## src/rtl/button_event_pkg.sv

```systemverilog
// -----------------------------------------------------------------------------
// button_event_pkg
// Shared types for the front-panel button event controller.
//   ev_code_t  : event codes carried on the event channel (3 bits)
//   btn_fsm_t  : per-button gesture FSM states
//   cnt_bits() : width of a counter that must reach (max_count-1), minimum 1
// -----------------------------------------------------------------------------
package button_event_pkg;

    typedef enum logic [2:0] {
        EV_PRESS        = 3'd0,
        EV_CLICK        = 3'd1,
        EV_LONG         = 3'd2,
        EV_REPEAT       = 3'd3,
        EV_LONG_RELEASE = 3'd4
    } ev_code_t;

    typedef enum logic [1:0] {
        ST_IDLE,
        ST_HELD,
        ST_LONG
    } btn_fsm_t;

    function automatic int cnt_bits(input int max_count);
        return (max_count < 2) ? 1 : $clog2(max_count);
    endfunction

endpackage

```

## src/rtl/button_gesture.sv

```systemverilog
// -----------------------------------------------------------------------------
// button_gesture
// One button's gesture FSM. Turns the debounced level into PRESS, CLICK,
// LONG, REPEAT and LONG_RELEASE posts. The post strobe and code are
// registered together with the state transition that produced them.
// Ports:
//   clk     in  system clock
//   rst     in  asynchronous, active-high reset (FSM -> IDLE)
//   i_db    in  debounced level (1 = pressed)
//   i_db_q  in  i_db delayed one cycle, for rising-edge detection
//   o_post  out one-cycle strobe: an event is posted
//   o_code  out code of the posted event (valid with o_post)
// -----------------------------------------------------------------------------
module button_gesture
    import button_event_pkg::*;
#(
    parameter int LONG_CYCLES   = 13500000,
    parameter int REPEAT_CYCLES = 2700000
) (
    input  logic     clk,
    input  logic     rst,
    input  logic     i_db,
    input  logic     i_db_q,
    output logic     o_post,
    output ev_code_t o_code
);

    localparam int MAX_CYCLES = (LONG_CYCLES > REPEAT_CYCLES) ? LONG_CYCLES : REPEAT_CYCLES;
    localparam int CNT_W      = cnt_bits(MAX_CYCLES);
    localparam logic [CNT_W-1:0] LONG_LAST   = CNT_W'(LONG_CYCLES - 1);
    localparam logic [CNT_W-1:0] REPEAT_LAST = CNT_W'(REPEAT_CYCLES - 1);

    btn_fsm_t         r_state;
    logic [CNT_W-1:0] r_cnt;
    logic             r_post;
    ev_code_t         r_code;

    always_ff @(posedge clk or posedge rst) begin
        if (rst) begin
            r_state <= ST_IDLE;
            r_cnt   <= '0;
            r_post  <= 1'b0;
            r_code  <= EV_PRESS;
        end else begin
            r_post <= 1'b0;
            case (r_state)
                ST_IDLE: begin
                    if (i_db && !i_db_q) begin
                        r_post  <= 1'b1;
                        r_code  <= EV_PRESS;
                        r_cnt   <= '0;
                        r_state <= ST_HELD;
                    end
                end
                // Release is tested before the terminal count so a release
                // on the terminal cycle still reports CLICK / LONG_RELEASE.
                ST_HELD: begin
                    if (!i_db) begin
                        r_post  <= 1'b1;
                        r_code  <= EV_CLICK;
                        r_state <= ST_IDLE;
                    end else if (r_cnt == LONG_LAST) begin
                        r_post  <= 1'b1;
                        r_code  <= EV_LONG;
                        r_cnt   <= '0;
                        r_state <= ST_LONG;
                    end else begin
                        r_cnt <= r_cnt + 1'b1;
                    end
                end
                ST_LONG: begin
                    if (!i_db) begin
                        r_post  <= 1'b1;
                        r_code  <= EV_LONG_RELEASE;
                        r_state <= ST_IDLE;
                    end else if (r_cnt == REPEAT_LAST) begin
                        r_post <= 1'b1;
                        r_code <= EV_REPEAT;
                        r_cnt  <= '0;
                    end else begin
                        r_cnt <= r_cnt + 1'b1;
                    end
                end
                default: r_state <= ST_IDLE;
            endcase
        end
    end

    assign o_post = r_post;
    assign o_code = r_code;

endmodule

```

## src/rtl/debounce.sv

```systemverilog
// -----------------------------------------------------------------------------
// debounce
// Level debouncer: o_level follows i_level only after i_level has held the
// opposite value for DEBOUNCE_TIME consecutive cycles. Any return to the
// current o_level restarts the count.
// Ports:
//   clk      in  system clock
//   rst      in  asynchronous, active-high reset (o_level -> 0)
//   i_level  in  synchronised, polarity-normalised level
//   o_level  out debounced level
// -----------------------------------------------------------------------------
module debounce
    import button_event_pkg::*;
#(
    parameter int DEBOUNCE_TIME = 100000
) (
    input  logic clk,
    input  logic rst,
    input  logic i_level,
    output logic o_level
);

    localparam int CNT_W = cnt_bits(DEBOUNCE_TIME);
    localparam logic [CNT_W-1:0] CNT_LAST = CNT_W'(DEBOUNCE_TIME - 1);

    logic [CNT_W-1:0] r_cnt;
    logic             r_level;

    // NOTE: state is updated with non-blocking assignments so every flop
    // samples the pre-edge values, independent of statement order.
    always_ff @(posedge clk or posedge rst) begin
        if (rst) begin
            r_cnt   <= '0;
            r_level <= 1'b0;
        end else if (i_level == r_level) begin
            r_cnt <= '0;
        end else if (r_cnt == CNT_LAST) begin
            r_cnt   <= '0;
            r_level <= i_level;
        end else begin
            r_cnt <= r_cnt + 1'b1;
        end
    end

    assign o_level = r_level;

endmodule

```

## src/rtl/button_event_ctrl.sv

```systemverilog
// -----------------------------------------------------------------------------
// button_event_ctrl
// Front-panel button event controller. Each raw pin is synchronised,
// polarity-normalised, debounced and fed to its own gesture FSM. Posted
// events wait in a one-entry pending slot per button; a round-robin arbiter
// moves them into a single valid/ready output register.
// Ports:
//   clk          in  system clock
//   rst          in  asynchronous, active-high reset
//   btn_raw_i    in  [NUM_BUTTONS] raw, unsynchronised button pins
//   ev_valid_o   out event available
//   ev_ready_i   in  consumer accepts the event
//   ev_button_o  out index of the button that produced the event
//   ev_code_o    out event code (ev_code_t)
//   btn_state_o  out [NUM_BUTTONS] debounced level, 1 = pressed
//   overflow_o   out [NUM_BUTTONS] sticky lost-event flag, cleared by rst only
// -----------------------------------------------------------------------------
module button_event_ctrl
    import button_event_pkg::*;
#(
    parameter int                     NUM_BUTTONS   = 4,
    parameter int                     DEBOUNCE_TIME = 100000,
    parameter int                     LONG_CYCLES   = 13500000,
    parameter int                     REPEAT_CYCLES = 2700000,
    parameter logic [NUM_BUTTONS-1:0] ACTIVE_LOW    = '1
) (
    input  logic                                 clk,
    input  logic                                 rst,
    input  logic [NUM_BUTTONS-1:0]               btn_raw_i,
    output logic                                 ev_valid_o,
    input  logic                                 ev_ready_i,
    output logic [cnt_bits(NUM_BUTTONS)-1:0]     ev_button_o,
    output logic [2:0]                           ev_code_o,
    output logic [NUM_BUTTONS-1:0]               btn_state_o,
    output logic [NUM_BUTTONS-1:0]               overflow_o
);

    localparam int BTN_W = cnt_bits(NUM_BUTTONS);

    // Input path
    logic [NUM_BUTTONS-1:0] r_sync1, r_sync2, r_db_q;
    logic [NUM_BUTTONS-1:0] w_level, w_db, w_post;
    ev_code_t               w_code [NUM_BUTTONS];

    // Pending slots
    logic [NUM_BUTTONS-1:0] r_full;
    ev_code_t               r_code [NUM_BUTTONS];
    logic [NUM_BUTTONS-1:0] r_overflow;

    // Arbiter / output register
    logic [BTN_W-1:0]       r_last;
    logic [BTN_W-1:0]       w_sel;
    logic                   w_found;
    logic                   w_load;
    logic [NUM_BUTTONS-1:0] w_grant;
    logic                   r_ev_valid;
    logic [BTN_W-1:0]       r_ev_button;
    ev_code_t               r_ev_code;

    always_ff @(posedge clk or posedge rst) begin
        if (rst) begin
            r_sync1 <= '0;
            r_sync2 <= '0;
            r_db_q  <= '0;
        end else begin
            r_sync1 <= btn_raw_i;
            r_sync2 <= r_sync1;
            r_db_q  <= w_db;
        end
    end

    assign w_level = r_sync2 ^ ACTIVE_LOW;

    for (genvar k = 0; k < NUM_BUTTONS; k++) begin : g_btn
        debounce #(
            .DEBOUNCE_TIME (DEBOUNCE_TIME)
        ) u_debounce (
            .clk     (clk),
            .rst     (rst),
            .i_level (w_level[k]),
            .o_level (w_db[k])
        );

        button_gesture #(
            .LONG_CYCLES   (LONG_CYCLES),
            .REPEAT_CYCLES (REPEAT_CYCLES)
        ) u_gesture (
            .clk    (clk),
            .rst    (rst),
            .i_db   (w_db[k]),
            .i_db_q (r_db_q[k]),
            .o_post (w_post[k]),
            .o_code (w_code[k])
        );
    end

    function automatic int wrap_idx(input int base, input int off);
        int sum;
        sum = base + off;
        return (sum >= NUM_BUTTONS) ? sum - NUM_BUTTONS : sum;
    endfunction

    assign w_load = !r_ev_valid || ev_ready_i;

    // Round-robin search starting just after the last granted button.
    // NOTE: every signal written here gets a default before any branch, so
    // no path leaves it unassigned and no latch is inferred.
    always_comb begin
        w_found = 1'b0;
        w_sel   = '0;
        w_grant = '0;
        for (int i = 1; i <= NUM_BUTTONS; i++) begin
            if (!w_found && r_full[wrap_idx(int'(r_last), i)]) begin
                w_found = 1'b1;
                w_sel   = BTN_W'(wrap_idx(int'(r_last), i));
            end
        end
        for (int i = 0; i < NUM_BUTTONS; i++) begin
            w_grant[i] = w_load && w_found && (w_sel == BTN_W'(i));
        end
    end

    // A post that meets a same-cycle grant refills the slot: the grant
    // carries the old entry out, so nothing is lost and no overflow is flagged.
    always_ff @(posedge clk or posedge rst) begin
        if (rst) begin
            r_full     <= '0;
            r_overflow <= '0;
            // NOTE: the slot codes are a handful of flops, not a RAM, so they
            // are reset along with everything else for a clean known state.
            for (int k = 0; k < NUM_BUTTONS; k++) begin
                r_code[k] <= EV_PRESS;
            end
        end else begin
            for (int k = 0; k < NUM_BUTTONS; k++) begin
                if (w_post[k]) begin
                    if (r_full[k] && !w_grant[k]) begin
                        if (w_code[k] != EV_REPEAT) begin
                            r_code[k]     <= w_code[k];
                            r_overflow[k] <= 1'b1;
                        end
                    end else begin
                        r_code[k] <= w_code[k];
                        r_full[k] <= 1'b1;
                    end
                end else if (w_grant[k]) begin
                    r_full[k] <= 1'b0;
                end
            end
        end
    end

    always_ff @(posedge clk or posedge rst) begin
        if (rst) begin
            r_ev_valid  <= 1'b0;
            r_ev_button <= '0;
            r_ev_code   <= EV_PRESS;
            r_last      <= BTN_W'(NUM_BUTTONS - 1);
        end else if (w_load) begin
            if (w_found) begin
                r_ev_valid  <= 1'b1;
                r_ev_button <= w_sel;
                r_ev_code   <= r_code[w_sel];
                r_last      <= w_sel;
            end else begin
                r_ev_valid <= 1'b0;
            end
        end
    end

    assign ev_valid_o  = r_ev_valid;
    assign ev_button_o = r_ev_button;
    assign ev_code_o   = r_ev_code;
    assign btn_state_o = w_db;
    assign overflow_o  = r_overflow;

endmodule

```

## config.mk

```make
export PLATFORM = sky130hd
export DESIGN_NAME = button_event_ctrl
export DESIGN_NICKNAME = d
export VERILOG_FILES = /design/src/rtl/button_event_pkg.sv /design/src/rtl/button_gesture.sv /design/src/rtl/debounce.sv /design/src/rtl/button_event_ctrl.sv
export SDC_FILE = /design/constraint.sdc
export NUM_CORES = 1
export LEC_CHECK = 0
export ABC_AREA = 1
export CELL_PAD_IN_SITES_DETAIL_PLACEMENT = 0
export CELL_PAD_IN_SITES_GLOBAL_PLACEMENT = 2
export CORE_MARGIN = 3
export CORE_UTILIZATION = 39
export CTS_BUF_LIST = sky130_fd_sc_hd__clkbuf_2 sky130_fd_sc_hd__clkbuf_4 sky130_fd_sc_hd__clkbuf_8
export DETAILED_ROUTE_END_ITERATION = 6
export HOLD_SLACK_MARGIN = 0.05
export PLACE_DENSITY = 0.9
export SLEW_MARGIN = 10
export SYNTH_ARGS = -nofsm -noshare
export SYNTH_HDL_FRONTEND = slang
export SYNTH_HIERARCHICAL = 1
export SYNTH_SLANG_ARGS = --single-unit
```

## constraint.sdc

```tcl
create_clock -name clk -period 2.7 [get_ports clk]
set_clock_uncertainty 0.05 [all_clocks]
set_input_delay 0.27 -clock clk [delete_from_list [all_inputs] [get_ports clk]]
set_output_delay 0.27 -clock clk [all_outputs]
set_load 0.01 [all_outputs]
```

==> key figures, run 1 <==
Clock tree
  – CTS tree: done
  – CTS root buffer: clkbuf_8
  – Clk_lat worst skew: between 600 and 700 ps
  – Clk pin slew, worst setup/hold paths: about 60 ps
  – CTS Hold Bufs: 3
  – H-tree depth: 2
  – Post-CTS sizing: 0
  – CTS sink cnt: between 200 and 250
  – CTS max path bufs: 3
  – Num CTS Buffers: 46
  – Setup Buffers After CTS: 0

Timing
  – Setup tns final: 0 ps
  – FMAX: approximately 450 MHz
  – Endpoints failing setup: 0
  – Relative slew slack: between 50 and 60%
  – Transition time at the pin with the least slew margin: a little over 600 ps
  – Final min period: about 2200 ps
  – Fin. Hold Viols: 0
  – Final Max Tran Viols: 0
  – RSZ-0062 raised after global routing: false
  – Setup WS post-layout: roughly 470 ps
  – Final period util: between 80 and 90%

Min path
  – Worst hold path type: in -> reg
  – Hold path cells: 1
  – Hold path start: btn_raw_i[3]

Routing
  – Vias per inst: 4.79
  – Iteration-0 DRC Markers: roughly 900
  – Residual DRC: 0
  – DRT Wirelength: about 37 mm
  – Vias: roughly 13000
  – Drt pass-1 iters: 5
  – Antenna Violating Nets Remaining: 0
  – Drt wl/cell: 13.5 um

Yosys
  – Synth area leaders: dfrtp_1, nand2_1, nor2_1, nand3_1, inv_1
  – Post-synth EDFFs: 0
  – Mapped Nets: approximately 2100
  – Synth Area in XOR/XNOR: under 10%
  – Commonest cells in the netlist: nand2_1, nor2_1, dfrtp_1, inv_1, nand3_1
  – Synth warn: 6
  – Sequential fraction of the synthesis area: about two fifths
  – Mux cell area share after synthesis: 0%
  – FFs w/ async S/R, synth: 100%
  – Simple-Gate Fraction of Synth Area: a little over two fifths
  – Mean post-synth cell area: 7.26 um^2
  – Synth Area in Compound Gates: ~5.8%
  – Synth cell types: 43
  – Post-Synth Adder-Cell Area: between 2 and 2.5%
  – Top-count cell post-synth: nand2_1
  – Mapped cell area: 15200 um^2
  – #FFs+latches synth: ~230
  – Synth Instances: 2094
  – Area share of the largest cell type after synthesis: 37.9%
  – Largest family of logic cells by synthesized area: simple AND/OR/NAND/NOR gates
  – Predominant post-synthesis flop cell: dfrtp_1
  – Yosys top cell by area: dfrtp_1

Die
  – Die X: about 200 um
  – Die area: approximately 41000 um^2
  – Placement Rows: a little over 70
  – Die Y: around 200 um
  – Std-Cell Core Area: around 38000 um^2
  – Ports: 21
  – Starting Density: between 30% and 40%

Critical path
  – Crit-path max FO: 9
  – Setup slack, reg-to-reg: 510 ps
  – Launching element type of the critical path: flop
  – Reg2Reg Capture Point: r_code[8]
  – CP required: roughly 2400 ps
  – Critical Path Sink: btn_state_o[1]
  – R2R depth: 12
  – Setup CP Type: reg -> out
  – Worst flop-to-flop path startpoint: r_last[0]
  – Crit end category: output port
  – Worst endpoint data arrival time: ~1900 ps
  – Worst Setup SP: g_btn[1].u_debounce/o_level

Placed design
  – DP Wirelength: approximately 27 mm
  – I/O Buffers: 20
  – Routability cong.: 0.850
  – DP Worst Slack: between 500 and 600 ps

Pwr
  – Peak VDD IR: roughly 0.41 mV
  – Power density over the cells: around 530 nW/um^2
  – Pleak: 7.82 nW

Final layout
  – Nets: 2196
  – Area Overhead vs Synth: 12.2%
  – Register area: between 5000 and 6000 um^2
  – Layout cells sized above 1: a little under a fifth
  – Count of filler cells inserted in the layout: 4016
  – Area of the multi-input gates: 8190 um^2
  – Antenna Cells: 0

GRT
  – Number of global-route vias before repair: ~13000
  – Antenna violations before repair: 0
  – First-pass GRT wire length: 63.5 mm
  – GR Overflow Total: 0
  – GRT Total Usage: a little under a fifth
  – Largest net degree at the start of global routing: 31

Outcome
  – Status: finished, final reports clean

Run
  – Max-capacitance violation count: 0
## sequential cells by signal (all words and copies together) (netlist names), 4 cells and up
register,count
r_full,4
r_db_q,4
g_btn.u_gesture/o_code,12
g_btn.u_gesture/r_cnt,96
g_btn.u_debounce/r_cnt,68
g_btn.u_gesture/o_post,4
overflow_o,4
r_sync2,4
r_code,12
g_btn.u_debounce/o_level,4
r_sync1,4
g_btn.u_gesture/r_state,8
## layout by cell type (no fill, tap or decap), drive strengths merged, types with 40 or more instances in the layout
cell,instances
o21ai,61
nor2,442
xor2,52
a21oi,55
nand3,180
clkbuf,73
inv,266
nand2,628
nor3,40
dfrtp,230
## where the power goes
part / leakage (nW) / total, mW / internal [mW] / switching (mW)
Clock: 0.547 / 4.00 / 2.36 / 1.65
Combinational: 4.07 / 1.34 / 0.432 / 0.907
Sequential: 3.20 / 3.66 / 3.57 / 0.0896
Total: 7.82 / 9.00 / 6.36 / 2.64
## final cells by class
class / count / area share, %
repair buffers: 38 / 2.08
multi-input cells: 1571 / 48.0
flip-flops and latches: 232 / 34.0
clock inverters: 11 / 0.704
inverters: 272 / 6.04
well taps: 511 / 3.75
clock buffers: 73 / 5.38
## worst min-delay path by stage
stage and end:
2_1_floorplan g_btn[0].u_debounce/o_level, 5_1_grt r_sync1[3], 6_report r_sync1[3], 4_1_cts r_sync1[3], 3_3_place_gp r_sync2[0], 3_5_place_dp r_sync2[0]
## routing by layer
metal / routed length, um / up-vias / global-route usage [%]
li1: - / 6697 / -
met1: 17600 / 6024 / 25.1
met2: 16600 / 205 / 29.7
met3: 1660 / 49 / 3.83
met4: 713 / 0 / 4.65
met5: 0 / - / 0
## critical path, cell delays in order (launching register included)
cell	delay (ps)
dfrtp_1	550
buf_4	210
clkdlybuf4s50_1	550
## kinds of logic (layout without fill, tap and decap cells)
group                      count (synthesis)  count (layout)
AOI/OAI and AO/OA                        144             144
xor gates and xnor gates                  65              65
adders and majority gates                 28              28
buffers and inverters                    291             394
DFF                                      232             232
and+or+nand+nor                         1334            1334
## through the flow
| stage | power, mW | utilization, % | hold WS (ps) | std cells | instance area [um^2] |
|---|---|---|---|---|---|
| 6_report | 9.00 | 44.9 | 106 | 2708 | 17100 |
| 5_1_grt | 9.52 | 44.9 | 70.4 | 2708 | 17100 |
| 4_1_cts | 9.21 | 44.9 | 57.2 | 2708 | 17100 |
| 3_3_place_gp | 5.06 | 42.1 | 283 | 2621 | 16000 |
| 3_5_place_dp | 5.08 | 42.1 | 287 | 2621 | 16000 |
| 2_1_floorplan | 4.80 | - | 159 | 2094 | 15200 |
Power figures use the tool's default switching activity.
==> run 2: changes to the inputs <==
==> constraint.sdc (replaced) <==
create_clock -name clk -period 2.1 [get_ports clk]
set_clock_uncertainty 0.05 [all_clocks]
set_input_delay 0.21 -clock clk [delete_from_list [all_inputs] [get_ports clk]]
set_output_delay 0.21 -clock clk [all_outputs]
set_load 0.01 [all_outputs]
==> run 2 against run 1 <==
  * The run now ends with setup timing left
  * Largest power group unchanged
  * Cell count is 1.3% higher
  * Sequential cell count stayed put
  * Sequential power is 29% higher
  * Total power is 33% higher
  * Setup slack worse by 500 ps
  * Clock-buffer cell count is 5 lower
  * First-iteration DRC count is 36% lower
==> key figures, run 2 (synthesis gave the netlist of run 1 again) <==
Outcome
  – Status: finished with violations
  – Failing checks: setup timing

Clock tree
  – CTS root buffer: clkbuf_8
  – Num CTS Buffers: 45 (-2.2%)
  – CTS sink cnt: 232 (unchanged)
  – Clk_lat worst skew: 590 ps (-20 ps)
  – CTS tree: done
  – Clk pin slew, worst setup/hold paths: 60 ps (about the same)
  – CTS max path bufs: 3 (unchanged)
  – H-tree depth: 2 (unchanged)

Placed design
  – Routability cong.: 0.820 (-3.5%)
  – Cell Area, Placed: 16300 um^2 (+1.8%)
  – I/O Buffers: 20 (unchanged)
  – DP Wirelength: 27.2 mm (+1.4%)

Final layout
  – Nets: 2237 (+1.9%)
  – Layout Utilization: 46.1% (+1.3 points)
  – Reg with most FFs: g_btn.u_gesture/r_cnt
  – Antenna Cells: 0 (unchanged)
  – Leading cell type in the layout, fill and taps excluded: nand2_1
  – Area Overhead vs Synth: 15.4%
  – Register area: 5810 um^2 (about the same)
  – Fin area: 17500 um^2 (+2.8%)
  – Area of the multi-input gates: 8300 um^2 (+1.4%)
  – Largest regs: g_btn.u_gesture/r_cnt (96), g_btn.u_debounce/r_cnt (68)
  – Layout cells sized above 1: 20.6% (+1.8 points)
  – Count of filler cells inserted in the layout: 3932 (-2.1%)
  – Most frequent cells in the layout: nand2_1, nor2_1, dfrtp_1
  – Max FFs per register: 96 (unchanged)

Critical path
  – Slowest cell delay on critical path: 610 ps (+60 ps)
  – Crit-path max FO: 8 (-1)
  – Launching element type of the critical path: flop
  – Crit end category: flop
  – Reg2Reg Capture Point: r_code[6]
  – Setup CP Type: reg -> reg
  – Setup slack, reg-to-reg: -30 ps (-540 ps)
  – Worst flop-to-flop path startpoint: r_last[0]
  – Critical Path Sink: r_code[6]
  – CP max stage cell: dfstp_2
  – CP required: 2530 ps (+150 ps)
  – Critical-path cell list: clkinv_4 -> nand2_2 -> nand2_4 -> nand2_4 -> nand2_4 -> nor2_8 -> nand4_4 -> nand3_4 -> buf_4 -> nand3_4 -> nand3_4 -> nand2_2 -> nand2_1 -> nand2_1
  – R2R depth: 14 (+2)
  – Worst Setup SP: r_last[0]
  – Worst endpoint data arrival time: 2560 ps (+650 ps)

Routing
  – Antenna Violating Nets Remaining: 0 (unchanged)
  – Drt pass-1 iters: 6 (+1)
  – Vias per inst: 4.79 (about the same)
  – DRT Wirelength: 37.2 mm (+1.8%)
  – Residual DRC: 0 (unchanged)
  – Vias: 13100 (+1.3%)
  – Drt wl/cell: 13.5 um (+0.51%)
  – Iteration-0 DRC Markers: 571 (-36%)

Pwr
  – Power density over the cells: 683 nW/um^2 (+29%)
  – Pleak: 8.05 nW (+3.0%)
  – NetSw: 3.53 mW (+33%)
  – P_int: 8.46 mW (+33%)
  – Comb power frac: 18.5% (+3.6 points)
  – Clock power frac: 42.1% (-2.3 points)
  – Sw Share: 29.4% (+0.071 points)
  – Sequential power share: 39.4% (-1.3 points)
  – Peak VDD IR: 0.519 mV (+26%)

GRT
  – Number of global-route vias before repair: 13100 (+2.3%)
  – Largest net degree at the start of global routing: 33 (+6.5%)
  – GRT Total Usage: 18.6% (+0.27 points)
  – Antenna violations before repair: 0 (unchanged)
  – GR Overflow Total: 0 (unchanged)
  – First-pass GRT wire length: 64.4 mm (+1.4%)

Timing
  – Endpoints failing setup: 6 (+6)
  – Fin. Hold Viols: 0 (unchanged)
  – FMAX: around 470 MHz
  – Final period util: 101%
  – Setup WS post-layout: -28.3 ps (-499 ps)
  – Worst hold slack: 296 ps (+190 ps)
  – Final Max Tran Viols: 0 (unchanged)
  – RSZ-0062 raised after global routing: true
  – Final min period: approximately 2100 ps
  – Setup tns final: -88.9 ps (-88.9 ps)
  – Relative slew slack: 50.6% (-7.8 points)
  – Transition time at the pin with the least slew margin: 739 ps (+116 ps)

Die
  – Die Y: 203 um (unchanged)
  – Die X: 203 um (unchanged)
  – Placement Rows: 71 (unchanged)
  – Ports: 21 (unchanged)
  – Std-Cell Core Area: 38000 um^2 (unchanged)
  – Die area: 41400 um^2 (unchanged)
  – Starting Density: 40.0% (unchanged)

Min path
  – Worst hold path type: reg -> reg

Run
  – Max-capacitance violation count: 0 (unchanged)
## run 2: worst max-delay path: cells and delay by family (launching register included)
kind	cells	cell delay, ps
buf+inv	2	260
flops	1	610
simple gates	12	1110
## run 2: layout make-up
cell class | count | share of cell area (%)
Clock buffer | 68 | 4.94
Timing Repair Buffer | 80 | 4.30
Clock inverter | 10 | 0.728
Multi-Input combinational cell | 1571 | 47.3
Tap cell | 511 | 3.64
Inverter | 272 | 5.92
Sequential cell | 232 | 33.1
## run 2: worst min-delay path by stage
stage	depth (start not counted)	slack, ps	startpoint	to
after floorplan	1	100	rst	g_btn[0].u_debounce/o_level
after global placement	0	280	r_sync1[3]	r_sync2[3]
after detailed placement	0	290	r_sync1[3]	r_sync2[3]
after CTS	0	300	r_sync1[3]	r_sync2[3]
after global routing	0	310	r_sync1[3]	r_sync2[3]
final	0	300	r_sync1[3]	r_sync2[3]
## run 2: timing repair
| item | 4_1_cts | 5_1_grt |
|---|---|---|
| hold endpoints to repair | 4 | 0 |
| setup buffers | 4 | 9 |
| pin swaps | 0 | 10 |
| hold buffers | 4 | 0 |
| resized for setup | 5 | 31 |
| endpoints found under the setup margin | 8 | 19 |
## run 2: metal layers
metal	vias to the layer above	part of all wire (%)	routed length, um	GRT usage (%)
li1	6789	-	-	-
met1	6122	49	18100	25.5
met2	167	46	17100	30.5
met3	65	3.0	1120	2.67
met4	0	2.5	914	5.63
met5	-	0	0	0
## run 2: power groups by stage
stage          logic [mW]  registers, mW  clock network (mW)
6_report             2.22           4.72                5.05
5_1_grt              2.46           4.73                5.44
4_1_cts              1.82           4.72                5.26
3_5_place_dp         1.77           4.81                   0
3_3_place_gp         1.75           4.81                   0
2_1_floorplan        1.41           4.76                   0
## run 2: metrics by stage
stage	setup WS, ps	cells	total power, mW
final	-28.3	2744	12.0
after global routing	-155	2744	12.6
after CTS	4.29	2735	11.8
after detailed placement	-40.6	2649	6.58
after global placement	33.1	2649	6.56
after floorplan	142	2094	6.17
